$ cat src/rtl/irrigation_zone_scheduler.sv
`default_nettype none
// +--------------------------------------------------------------------------+
// | irrigation_zone_scheduler: round-robin multi-zone irrigation controller  |
// | Rev 1.0                                                                  |
// +--------------------------------------------------------------------------+
module irrigation_zone_scheduler #(
  parameter int ZONES        = 4,
  parameter int TICK_DIV     = 1000,
  parameter int SETTLE_TICKS = 4,
  parameter int RUN_TICKS    = 16,
  parameter int FILTER_TICKS = 3
) (
  input  logic                       clock,
  input  logic                       reset_n,
  input  logic                       low_water_level,
  input  logic                       mid_water_level,
  input  logic                       high_water_level,
  input  logic [ZONES-1:0]           earth_humidity,
  input  logic                       air_humidity,
  input  logic                       low_temperature,
  input  logic                       enable,
  output logic                       water_supply_valvule,
  output logic [ZONES-1:0]           zone_valvule,
  output logic                       splinker_bomb,
  output logic                       dripper_valvule,
  output logic [$clog2(ZONES)-1:0]   active_zone,
  output logic                       conflicting_values,
  output logic                       alarm
);

  localparam int c_ZW   = $clog2(ZONES);
  localparam int c_TW   = (TICK_DIV > 1) ? $clog2(TICK_DIV) : 1;
  localparam int c_PMAX = (SETTLE_TICKS > RUN_TICKS) ? SETTLE_TICKS : RUN_TICKS;
  localparam int c_PW   = $clog2(c_PMAX + 1);
  localparam int c_FW   = $clog2(FILTER_TICKS + 1);
  localparam int c_NS   = ZONES + 6;

  typedef enum logic [2:0] {
    IDLE     = 3'd0,
    SELECT   = 3'd1,
    SETTLE   = 3'd2,
    IRRIGATE = 3'd3,
    FAULT    = 3'd4
  } state_t;

  logic [c_NS-1:0]  async_w, sync1_q, sync2_q;
  logic [ZONES-1:0] hum_s;
  logic             low_s, mid_s, high_s, air_s, lt_s, en_s;

  state_t           state_q, state_d;
  logic [c_ZW-1:0]  active_q, active_d, last_q, last_d;
  logic             mode_q, mode_d;
  logic [c_PW-1:0]  phase_q, phase_d;
  logic [c_TW-1:0]  tick_cnt_q, tick_cnt_d;
  logic [c_FW-1:0]  filt_q, filt_d;
  logic             conflict_q, conflict_d;
  logic             refill_q, refill_d;
  logic [ZONES-1:0] zone_q, zone_d;
  logic             spk_q, spk_d, drip_q, drip_d, wsv_q, wsv_d, alarm_q, alarm_d;

  logic             tick_w, raw_conflict_w, sprinkler_w, found_w, exit_w;
  logic [c_ZW-1:0]  sel_w, cand_w;
  int               idx_w;

  assign async_w = {enable, low_temperature, air_humidity,
                    high_water_level, mid_water_level, low_water_level, earth_humidity};
  assign hum_s   = sync2_q[ZONES-1:0];
  assign low_s   = sync2_q[ZONES];
  assign mid_s   = sync2_q[ZONES+1];
  assign high_s  = sync2_q[ZONES+2];
  assign air_s   = sync2_q[ZONES+3];
  assign lt_s    = sync2_q[ZONES+4];
  assign en_s    = sync2_q[ZONES+5];

  assign tick_w         = (tick_cnt_q == c_TW'(TICK_DIV - 1));
  assign raw_conflict_w = (high_s & ~mid_s) | (mid_s & ~low_s) | (high_s & ~low_s);
  assign sprinkler_w    = mid_s & ~air_s & ~lt_s;
  assign exit_w         = ~en_s | ~low_s | hum_s[active_q];

  // Round-robin search for the first dry zone after the last one served
  always_comb begin
    found_w = 1'b0;
    sel_w   = last_q;
    idx_w   = 0;
    cand_w  = '0;
    for (int i = 1; i <= ZONES; i++) begin
      idx_w = int'(last_q) + i;
      if (idx_w >= ZONES) idx_w = idx_w - ZONES;
      cand_w = c_ZW'(idx_w);
      if (!found_w && !hum_s[cand_w]) begin
        found_w = 1'b1;
        sel_w   = cand_w;
      end
    end
  end

  always_comb begin
    filt_d = filt_q;
    if (!raw_conflict_w)
      filt_d = '0;
    else if (tick_w && filt_q != c_FW'(FILTER_TICKS))
      filt_d = filt_q + 1'b1;
    conflict_d = raw_conflict_w & (conflict_q | (filt_d == c_FW'(FILTER_TICKS)));

    refill_d = refill_q;
    if (!low_s)
      refill_d = 1'b1;
    else if (high_s)
      refill_d = 1'b0;

    if (state_q == SELECT || tick_w)
      tick_cnt_d = '0;
    else
      tick_cnt_d = tick_cnt_q + 1'b1;
  end

  always_comb begin
    state_d  = state_q;
    active_d = active_q;
    last_d   = last_q;
    mode_d   = mode_q;
    phase_d  = phase_q;
    if (conflict_q) begin
      state_d = FAULT;
    end else begin
      case (state_q)
        IDLE: begin
          if (en_s && low_s && (|(~hum_s)))
            state_d = SELECT;
        end
        SELECT: begin
          phase_d = '0;
          if (found_w) begin
            active_d = sel_w;
            mode_d   = sprinkler_w;
            state_d  = SETTLE;
          end else begin
            state_d = IDLE;
          end
        end
        SETTLE: begin
          if (exit_w) begin
            last_d  = active_q;
            state_d = IDLE;
          end else if (tick_w) begin
            if (phase_q == c_PW'(SETTLE_TICKS - 1)) begin
              phase_d = '0;
              state_d = IRRIGATE;
            end else begin
              phase_d = phase_q + 1'b1;
            end
          end
        end
        IRRIGATE: begin
          if (exit_w || (tick_w && phase_q == c_PW'(RUN_TICKS - 1))) begin
            last_d  = active_q;
            state_d = IDLE;
          end else if (tick_w) begin
            phase_d = phase_q + 1'b1;
          end
        end
        FAULT:   state_d = IDLE;
        default: state_d = IDLE;
      endcase
    end
  end

  // Outputs are decoded from next state so they change on the same edge as the FSM
  always_comb begin
    zone_d = '0;
    if (state_d == SETTLE || state_d == IRRIGATE)
      zone_d[active_d] = 1'b1;
    spk_d   = (state_d == IRRIGATE) &  mode_d;
    drip_d  = (state_d == IRRIGATE) & ~mode_d;
    wsv_d   = refill_d & ~conflict_d & (state_d != FAULT);
    alarm_d = conflict_d | ~mid_s;
  end

  always_ff @(posedge clock or negedge reset_n) begin
    if (!reset_n) begin
      sync1_q    <= '0;
      sync2_q    <= '0;
      state_q    <= IDLE;
      active_q   <= '0;
      last_q     <= c_ZW'(ZONES - 1);
      mode_q     <= 1'b0;
      phase_q    <= '0;
      tick_cnt_q <= '0;
      filt_q     <= '0;
      conflict_q <= 1'b0;
      refill_q   <= 1'b0;
      zone_q     <= '0;
      spk_q      <= 1'b0;
      drip_q     <= 1'b0;
      wsv_q      <= 1'b0;
      alarm_q    <= 1'b0;
    end else begin
      sync1_q    <= async_w;
      sync2_q    <= sync1_q;
      state_q    <= state_d;
      active_q   <= active_d;
      last_q     <= last_d;
      mode_q     <= mode_d;
      phase_q    <= phase_d;
      tick_cnt_q <= tick_cnt_d;
      filt_q     <= filt_d;
      conflict_q <= conflict_d;
      refill_q   <= refill_d;
      zone_q     <= zone_d;
      spk_q      <= spk_d;
      drip_q     <= drip_d;
      wsv_q      <= wsv_d;
      alarm_q    <= alarm_d;
    end
  end

  assign water_supply_valvule = wsv_q;
  assign zone_valvule         = zone_q;
  assign splinker_bomb        = spk_q;
  assign dripper_valvule      = drip_q;
  assign active_zone          = active_q;
  assign conflicting_values   = conflict_q;
  assign alarm                = alarm_q;

endmodule
`default_nettype wire

$ cat config.mk
export PLATFORM = sky130hd
export DESIGN_NAME = irrigation_zone_scheduler
export DESIGN_NICKNAME = d
export VERILOG_FILES = /design/src/rtl/irrigation_zone_scheduler.sv
export SDC_FILE = /design/constraint.sdc
export NUM_CORES = 1
export LEC_CHECK = 0
export CAP_MARGIN = 20
export CORE_MARGIN = 2
export CORE_UTILIZATION = 30
export CTS_CLUSTER_DIAMETER = 80
export DETAILED_ROUTE_END_ITERATION = 12
export GPL_TIMING_DRIVEN = 0
export PLACE_DENSITY = 0.55
export SLEW_MARGIN = 20
export SYNTH_ARGS = -nofsm -noshare
export SYNTH_HDL_FRONTEND = slang
export SYNTH_SLANG_ARGS = --single-unit
$ cat constraint.sdc
create_clock -name clock -period 2.7 [get_ports clock]
set_clock_uncertainty 0.15 [all_clocks]
set_input_delay 0.54 -clock clock [delete_from_list [all_inputs] [get_ports clock]]
set_output_delay 0.54 -clock clock [all_outputs]
set_load 0.1 [all_outputs]
# [After elaboration in Yosys (flattened, before gate mapping)]
# Index checks and enable logic that the tools add are counted.
# W data, S select, Z words.
[op_classes] n_bitwise=25 n_addsub=11 n_lt_le_gt_ge=11 n_eq_ne=17 n_mux=53 reduce_logical=22
[op_table] op="$mux W2" count=16
[op_table] op="$mux W5" count=5
[op_table] op="$lt A2 B3 Y1 const B" count=6
[op_table] op="$mux W3" count=6
[op_table] op="$mux W1" count=15
[op_table] op="$pmux W5 S3" count=1
[op_table] op="$ne A2 B2 Y1 const B" count=7
[op_table] op="$eq A3 B2 Y1 const B" count=4
[op_table] op="$pmux W3 S4" count=1
[op_table] op="$add A10 B1 Y10 const B" count=1
[op_table] op="$and A1 B1 Y1" count=10
[op_table] op="$bmux W1 S2" count=5
[op_table] op="$eq A10 B10 Y1 const B" count=1
[op_table] op="$mux W10" count=1
[op_table] op="$ge A3 B3 Y1 const B" count=3
[op_table] op="$logic_and A1 B1 Y1" count=8
[op_table] op="$not A1 Y1" count=8
[op_table] op="$sub A2 B1 Y2 const B" count=4
[op_table] op="$add A2 B2 Y3 const B" count=2
[op_table] op="$or A1 B1 Y1" count=6
[op_table] op="$reduce_and A6 Y1" count=1
[op_table] op="$add A5 B1 Y5 const B" count=1
[op_table] op="$eq A5 B2 Y1 const B" count=1
[op_table] op="$eq A5 B4 Y1 const B" count=1
[op_table] op="other kinds (19)" count=25
[word_totals] wordCells=155 in_bits=12 regBits=55

# [Logic depth before layout (Yosys ltp)]
# Gate-level depths: netlist of the first run.
[depth] depth_word=22 ltp_mapped=8 mapped_depth_nobuf=8

# [Worst setup path before layout of the first run]
# No wires, ideal clock.
[synth_timing] kind="reg2reg" start="register active_q[0], in the netlist active_zone[0]" end="register phase_q[1]" synth_period_minus_slack_ns=2.511 setup_slack_ns=0.189 stages_incl_launch_ff=6 setup_ns=0.125 t_arrival_ns=2.237 cell_sequence="dfrtp_1 -> mux2i_1 -> a22oi_1 -> nand3b_1 -> a21oi_1 -> mux2_2"
[synth_between] elab_chain_cells=6
[synth_lines] item="from (decl)" line="51" source="logic [c_ZW-1:0] active_q, active_d, last_q, last_d;"
[synth_lines] item="from (signal assigned)" line="201" source="active_q <= active_d;"
[synth_lines] item="$bmux W1 S2 *" line="78" source="assign exit_w = ~en_s | ~low_s | hum_s[active_q];"
[synth_lines] item="$mux W1 (not written as such) *" line="78"
[synth_lines] item="$or A1 B1 Y1 *" line="78"
[synth_lines] item="$logic_or A1 B1 Y1" line="155" source="if (exit_w || (tick_w && phase_q == c_PW'(RUN_TICKS - 1))) begin"
[synth_lines] item="$ne A2 B2 Y1 (no source line)"
[synth_lines] item="$reduce_and A6 Y1 (no source line) *"
[synth_lines] item="to (signal assigned)" line="204" source="phase_q <= phase_d;"
[synth_lines] item="to (decl)" line="53" source="logic [c_PW-1:0] phase_q, phase_d;"
# Every way passes the cells marked *; elsewhere a longest branch is shown, timed or not. The select of a mux whose other input is x is not followed.
# A chain may end at the register's enable or synchronous reset.

# [Worst setup path after layout of the first run]
[layout_timing] start="register active_q[1], in the netlist active_zone[1]" end="output port active_zone[1]"
[layout_rtl] item="to (decl)" line="26" source="output logic [$clog2(ZONES)-1:0] active_zone,"
# No word-level cell between the ends.

==> results of run 1 <==
==> cells by family (layout without fill, tap and decap cells) <==
kind of cell | Yosys count | count (layout)
and+or+nand+nor | 88 | 88
DFF | 55 | 55
AOI/OAI and AO/OA | 30 | 30
buffers and inverters | 13 | 43
xor gates and xnor gates | 9 | 9
muxes | 9 | 9
adders and majority gates | 4 | 4
==> worst register-to-register path, delay by kind of cell (launching register included) <==
kind | cells | cell delay [ns]
flip-flops | 1 | 0.42
AO/OA/AOI/OAI | 1 | 0.32
adder cells (fa/ha/maj) | 2 | 0.46
AND/OR/NAND/NOR | 5 | 0.98
==> sequential cells by signal, summed over array words and instances, names as in the netlist <==
name and cells:
last_q 2, conflicting_values 1, active_zone 2, sync2_q 10, splinker_bomb 1, dripper_valvule 1, refill_q 1, zone_valvule 4
alarm 1, state_q 3, tick_cnt_q 10, filt_q 2, water_supply_valvule 1, mode_q 1, sync1_q 10, phase_q 5
==> final cells by class <==
cell class | count | area (µm²)
Buffer | 4 | 22.5
Clock buffer | 5 | 68.8
Clock inverter | 3 | 31.3
Fill cell | 765 | 4860
Inverter | 9 | 33.8
Multi-Input combinational cell | 140 | 903
Sequential cell | 55 | 1380
Tap cell | 102 | 128
Timing Repair Buffer | 22 | 219
==> metal layers <==
metal	global-route usage, %	vias to the layer above	share of wire, %
met2	17.2	22	45
met1	14.1	742	50
met4	4.85	0	1.7
met3	2.93	7	3.3
li1	-	782	-
met5	0	-	0
==> cell usage in the layout (no fill, tap or decap), types with 3 or more instances in the layout <==
master	netlist	final
clkbuf_1	3	3
and2_1	4	4
xnor2_1	5	5
nor2_1	26	26
inv_1	9	9
nand3_1	12	12
ha_1	4	4
mux2_2	5	5
mux2i_1	4	4
a21oi_1	4	4
nor3_1	4	4
o21ai_0	9	9
clkdlybuf4s50_1	0	19
clkbuf_8	0	5
dfrtp_1	53	53
and3_1	4	4
nand2_1	12	12
xor2_1	4	4
nor2b_1	6	6
==> per-stage QoR <==
| stage | cells | setup WS [ns] | TNS, ns |
|---|---|---|---|
| 6_report | 340 | 0.118 | 0 |
| 5_1_grt | 340 | 0.0515 | 0 |
| 4_1_cts | 340 | 0.0196 | 0 |
| 3_5_place_dp | 332 | 0.333 | 0 |
| 3_3_place_gp | 332 | -0.727 | -38.55 |
| 2_1_floorplan | 208 | 0.189 | 0 |
==> how the worst min path moves through the flow <==
stage | cells past startpoint | endpoint | slack (ns)
finish | 1 | tick_cnt_q[4] | 0.09
global route | 1 | sync1_q[3] | 0.14
global placement | 0 | sync2_q[4] | 0.18
CTS | 1 | tick_cnt_q[8] | 0.13
detailed placement | 0 | sync2_q[3] | 0.18
floorplan | 0 | active_zone[0] | 0.09
==> power breakdown <==
group / internal (W) / total, W / switching, W
registers: 0.000929 / 0.00103 / 0.0000971
clock network: 0.000199 / 0.000493 / 0.000294
logic: 0.000199 / 0.000545 / 0.000346
==> out/qor.csv, run 1 <==
metric,value,unit
Critical path buffers and inverters,1,
Hold Path Class,in2async,
area of placed instances,2680,µm²
Setup Viol. Count Final,0,
initial antenna violation count,0,
Seq cells post-synth,55,
layout cells sized above 1,8.82,%
Initial Util,30.6,%
largest net degree at the start of global routing,56,
Die Wd,92.3,µm
RD Place Congestion,0.848,
clk sinks,55,
"Max stage delay cell, worst path",clkdlybuf4s50_1,
crit-path cells,clkdlybuf4s50_1,
worst stage delay on the critical path,1.15,ns
status,"complete, no violations",
Mapped Avg Cell Area,11.2,µm²
CP Capture Type,primary output,
die area,8520,µm²
CTS buffer count,5,
core area,7650,µm²
WHS,0.0895,ns
unrepaired setup endpoints after global routing,no,
Hold Buf Count CTS,0,
worst IR drop on VDD,0.324,mV
post-synthesis adder-cell area fraction,2.14,%
overflow left after global routing,0,
via count,1553,
Clock Tree Buf Depth,2,
Crit Path Class,reg2out,
worst r2r path cells,8,
Synth area leaders,"dfrtp_1 (57%), nor2_1 (4.2%), nand3_1 (2.6%)",
Achievable Freq,387,MHz
top-count cell post-synth,dfrtp_1,
Synth Area in XOR/XNOR,3.37,%
post-route antenna net violation count,0,
Commonest cells post-synth,"dfrtp_1 (53), nor2_1 (26), nand2_1 (12), nand3_1 (12)",
first-pass GRT wire length,7.25,mm
HPWL after detailed placement,2.90,mm
Critical path origin,active_zone[1],
final hold violation count,0,
Worst Setup Start Kind,flop,
total power,0.00206,W
clock transition at the registers of the reported paths,0.10,ns
Pre-antenna DRT Iters,4,
PwrDens,741,nW/µm²
n_diodes,0,
mapped cell area,2340,µm²
R2R setup slack,0.32,ns
launch point of the worst reg-to-reg path,phase_q[0],
Synth Area in Compound Gates,8.88,%
Critical Path AT,1.89,ns
vias in the first global route,1600,
simple-gate portion of the synthesized area,20.1,%
r2r endpoint,zone_valvule[2],
Synth cell types,49,
cell taking the most area after synthesis,dfrtp_1,
Final Cycle Share,95.6,%
Buffers on Ports,22,
DR DRC count,0,
I/O pin total,23,
Tot GR Track Use,10.9,%
Worst-Skew Late Latency,0.31,ns
"Async S/R FF share, synth",100,%
"Seq/Total Area, Yosys",59.0,%
Die Y,92.3,µm
CTS tree,yes,
Final nets,253,
CTS resizes,1,
"EDFF count, synth",0,
CP endpoint,active_zone[1],
slew margin rel.,35.2,%
Final Critical Period,2.58,ns
multiplexer area fraction after synthesis,4.12,%
Syn Nets,224,
drt wl/cell,12.1,µm
Max Cap Violations,0,
Worst Path Max Fanout,5,
total setup buffers inserted after CTS,0,
"CP delay by family, top",buffers and inverters,
"Primary FF master, synth",dfrtp_1,
post-synth top area share,56.7,%
yosys warns,0,
htree depth,2,
fin area,2790,µm²
CTS Root Buffer Type,clkbuf_8,
main combinational cell family by area after synthesis,simple AND/OR/NAND/NOR gates,
vias per cell,4.57,
WL final,4.11,mm
row count,32,
area growth from synthesis to layout,19.1,%
WP depth,1,
CP Data Required Time,2.01,ns
Slew Limit Fails,0,
DR iter-0 viols,96,
post-synthesis instance total,208,
"Core Util, Final",36.4,%
leak pwr,1.22,nW
Least-Margin Pin Slew,0.970,ns
Power figures use the tool's default switching activity.
==> run 2: changes to the inputs <==
- CORE_MARGIN: 2 -> 3
==> run 2 against run 1 <==
Net effect: routed wire length is 0.54% lower; count of clock-buffer cells in the layout unchanged; die area up 4.4%; global-route usage shrank 0.61 points; core utilization grew 1.2 points; via count is essentially flat.
==> out/qor.csv, run 2 (same netlist as run 1, synthesis figures left out) <==
metric,value,unit,change
Die Y,94.3,µm,+2.2%
largest registers,"sync1_q (10), sync2_q (10), tick_cnt_q (10)",,
R2R setup slack,0.33,ns,about the same
die area,8890,µm²,+4.4%
Worst Path Max Fanout,5,,unchanged
worst IR drop on VDD,0.278,mV,-14%
CP Capture Type,primary output,,
Final Critical Period,2.61,ns,+0.0279 ns
Setup TNS Final,0,ns,unchanged
Crit Path Class,reg2out,,
worst stage delay on the critical path,1.16,ns,about the same
overflow left after global routing,0,,unchanged
clk sinks,55,,unchanged
CP Data Required Time,2.01,ns,about the same
core area,7410,µm²,-3.1%
final hold violation count,0,,unchanged
CTS Root Buffer Type,clkbuf_8,,
dpl cells,329,,-0.90%
most frequent cells in the layout,"dfrtp_1 (53), nor2_1 (26), clkdlybuf4s50_1 (19), nand3_1 (12), nand2_1 (12)",,
clock transition at the registers of the reported paths,0.11,ns,about the same
vias per cell,4.61,,+0.83%
first-pass GRT wire length,7.11,mm,-2.0%
CTS buffer count,5,,unchanged
Pre-antenna DRT Iters,4,,unchanged
Layout Cells excl Fill,337,,-0.88%
WL final,4.09,mm,-0.54%
Clock Tree Buf Depth,2,,unchanged
Critical path buffers and inverters,1,,unchanged
leak pwr,1.22,nW,about the same
"commonest non-fill, non-tap cell in the layout",dfrtp_1,,
htree depth,2,,unchanged
setup ws final,0.0904,ns,-0.0279 ns
largest net degree at the start of global routing,56,,unchanged
area growth from synthesis to layout,19.0,%,about the same
"CP delay by family, top",buffers and inverters,,
Buffers on Ports,22,,unchanged
unrepaired setup endpoints after global routing,no,,
initial antenna violation count,0,,unchanged
Achievable Freq,383,MHz,-1.1%
"Max stage delay cell, worst path",clkdlybuf4s50_1,,
Final nets,253,,unchanged
PwrDens,742,nW/µm²,+0.15%
via count,1552,,-0.064%
Final Cycle Share,96.7,%,+1.0 points
Least-Margin Pin Slew,0.971,ns,+0.000855 ns
pre-CTS WS,0.333,ns,-0.000486 ns
RD Place Congestion,0.819,,-3.4%
HPWL after detailed placement,2.83,mm,-2.7%
CTS tree,yes,,
vias in the first global route,1518,,-5.1%
Worst-Skew Late Latency,0.32,ns,about the same
Hold Buf Count CTS,0,,unchanged
DR iter-0 viols,83,,-14%
Critical Path AT,1.92,ns,+0.03 ns
Die Wd,94.3,µm,+2.2%
Hold Path Class,in2async,,
post-route antenna net violation count,0,,unchanged
total setup buffers inserted after CTS,0,,unchanged
Max Cap Violations,0,,unchanged
total power,0.00207,W,+0.10%
Fillers,720,,-5.9%
Initial Util,31.6,%,+0.99 points
layout cells sized above 1,8.82,%,unchanged
drt wl/cell,12.1,µm,+0.35%
Tot GR Track Use,10.3,%,-0.61 points
Worst Setup Start Kind,flop,,
status,"complete, no violations",,
DR DRC count,0,,unchanged
slew margin rel.,35.1,%,-0.057 points
Slew Limit Fails,0,,unchanged
crit-path cells,clkdlybuf4s50_1,,
row count,31,,-3.1%
n_diodes,0,,unchanged
Setup Viol. Count Final,0,,unchanged
I/O pin total,23,,unchanged
## run 2: cell count changes in the layout (fill, tap and decap cells not counted), sizes merged
cell and change:
inv -2, clkinv +2
## run 2: routing by layer
layer  track usage (%)  part of all wire [%]
met2              15.5                    44
met4              3.97                   1.7
met1              13.9                    50
met3              3.04                   3.8
met5                 0                     0
## run 2: area by class of cell
| class | count | area, µm² | area share (%) |
|---|---|---|---|
| buffer | 4 | 22.5 | 0.809 |
| clock buffer | 5 | 68.8 | 2.47 |
| clock inverter | 3 | 33.8 | 1.21 |
| inverter | 9 | 33.8 | 1.21 |
| multi-input combinational | 140 | 903 | 32.4 |
| sequential | 55 | 1380 | 49.5 |
| tap | 99 | 124 | 4.45 |
| timing repair buffer | 22 | 219 | 7.87 |
## run 2: repair_timing
action / in CTS / in global routing
gates cloned: 0 / 0
resized for setup: 1 / 1
endpoints found under the setup margin: 1 / 1
## run 2: final timing paths
kind | startpoint | to | depth (start not counted)
worst max-delay path | active_zone[1] | active_zone[1] | 1
worst min-delay path | reset_n | phase_q[1] | 1
worst max register to register | phase_q[0] | zone_valvule[2] | 8
worst min register to register | sync1_q[1] | sync2_q[1] | 0
max in group asynchronous | reset_n | filt_q[0] | 1
min in group clock | sync1_q[1] | sync2_q[1] | 0
## run 2: power by group
group          internal [W]  total [W]  switching (W)
combinational      0.000199   0.000547       0.000348
sequential         0.000929    0.00103      0.0000985
clock              0.000196   0.000492       0.000296
## run 2: metrics by stage
stage / utilization (%) / area [µm²] / hold slack [ns]
2_1_floorplan: - / 2340 / 0.0944
3_3_place_gp: 36.2 / 2680 / 0.183
3_5_place_dp: 36.2 / 2680 / 0.185
4_1_cts: 37.5 / 2780 / 0.131
5_1_grt: 37.6 / 2780 / 0.169
6_report: 37.6 / 2780 / 0.105
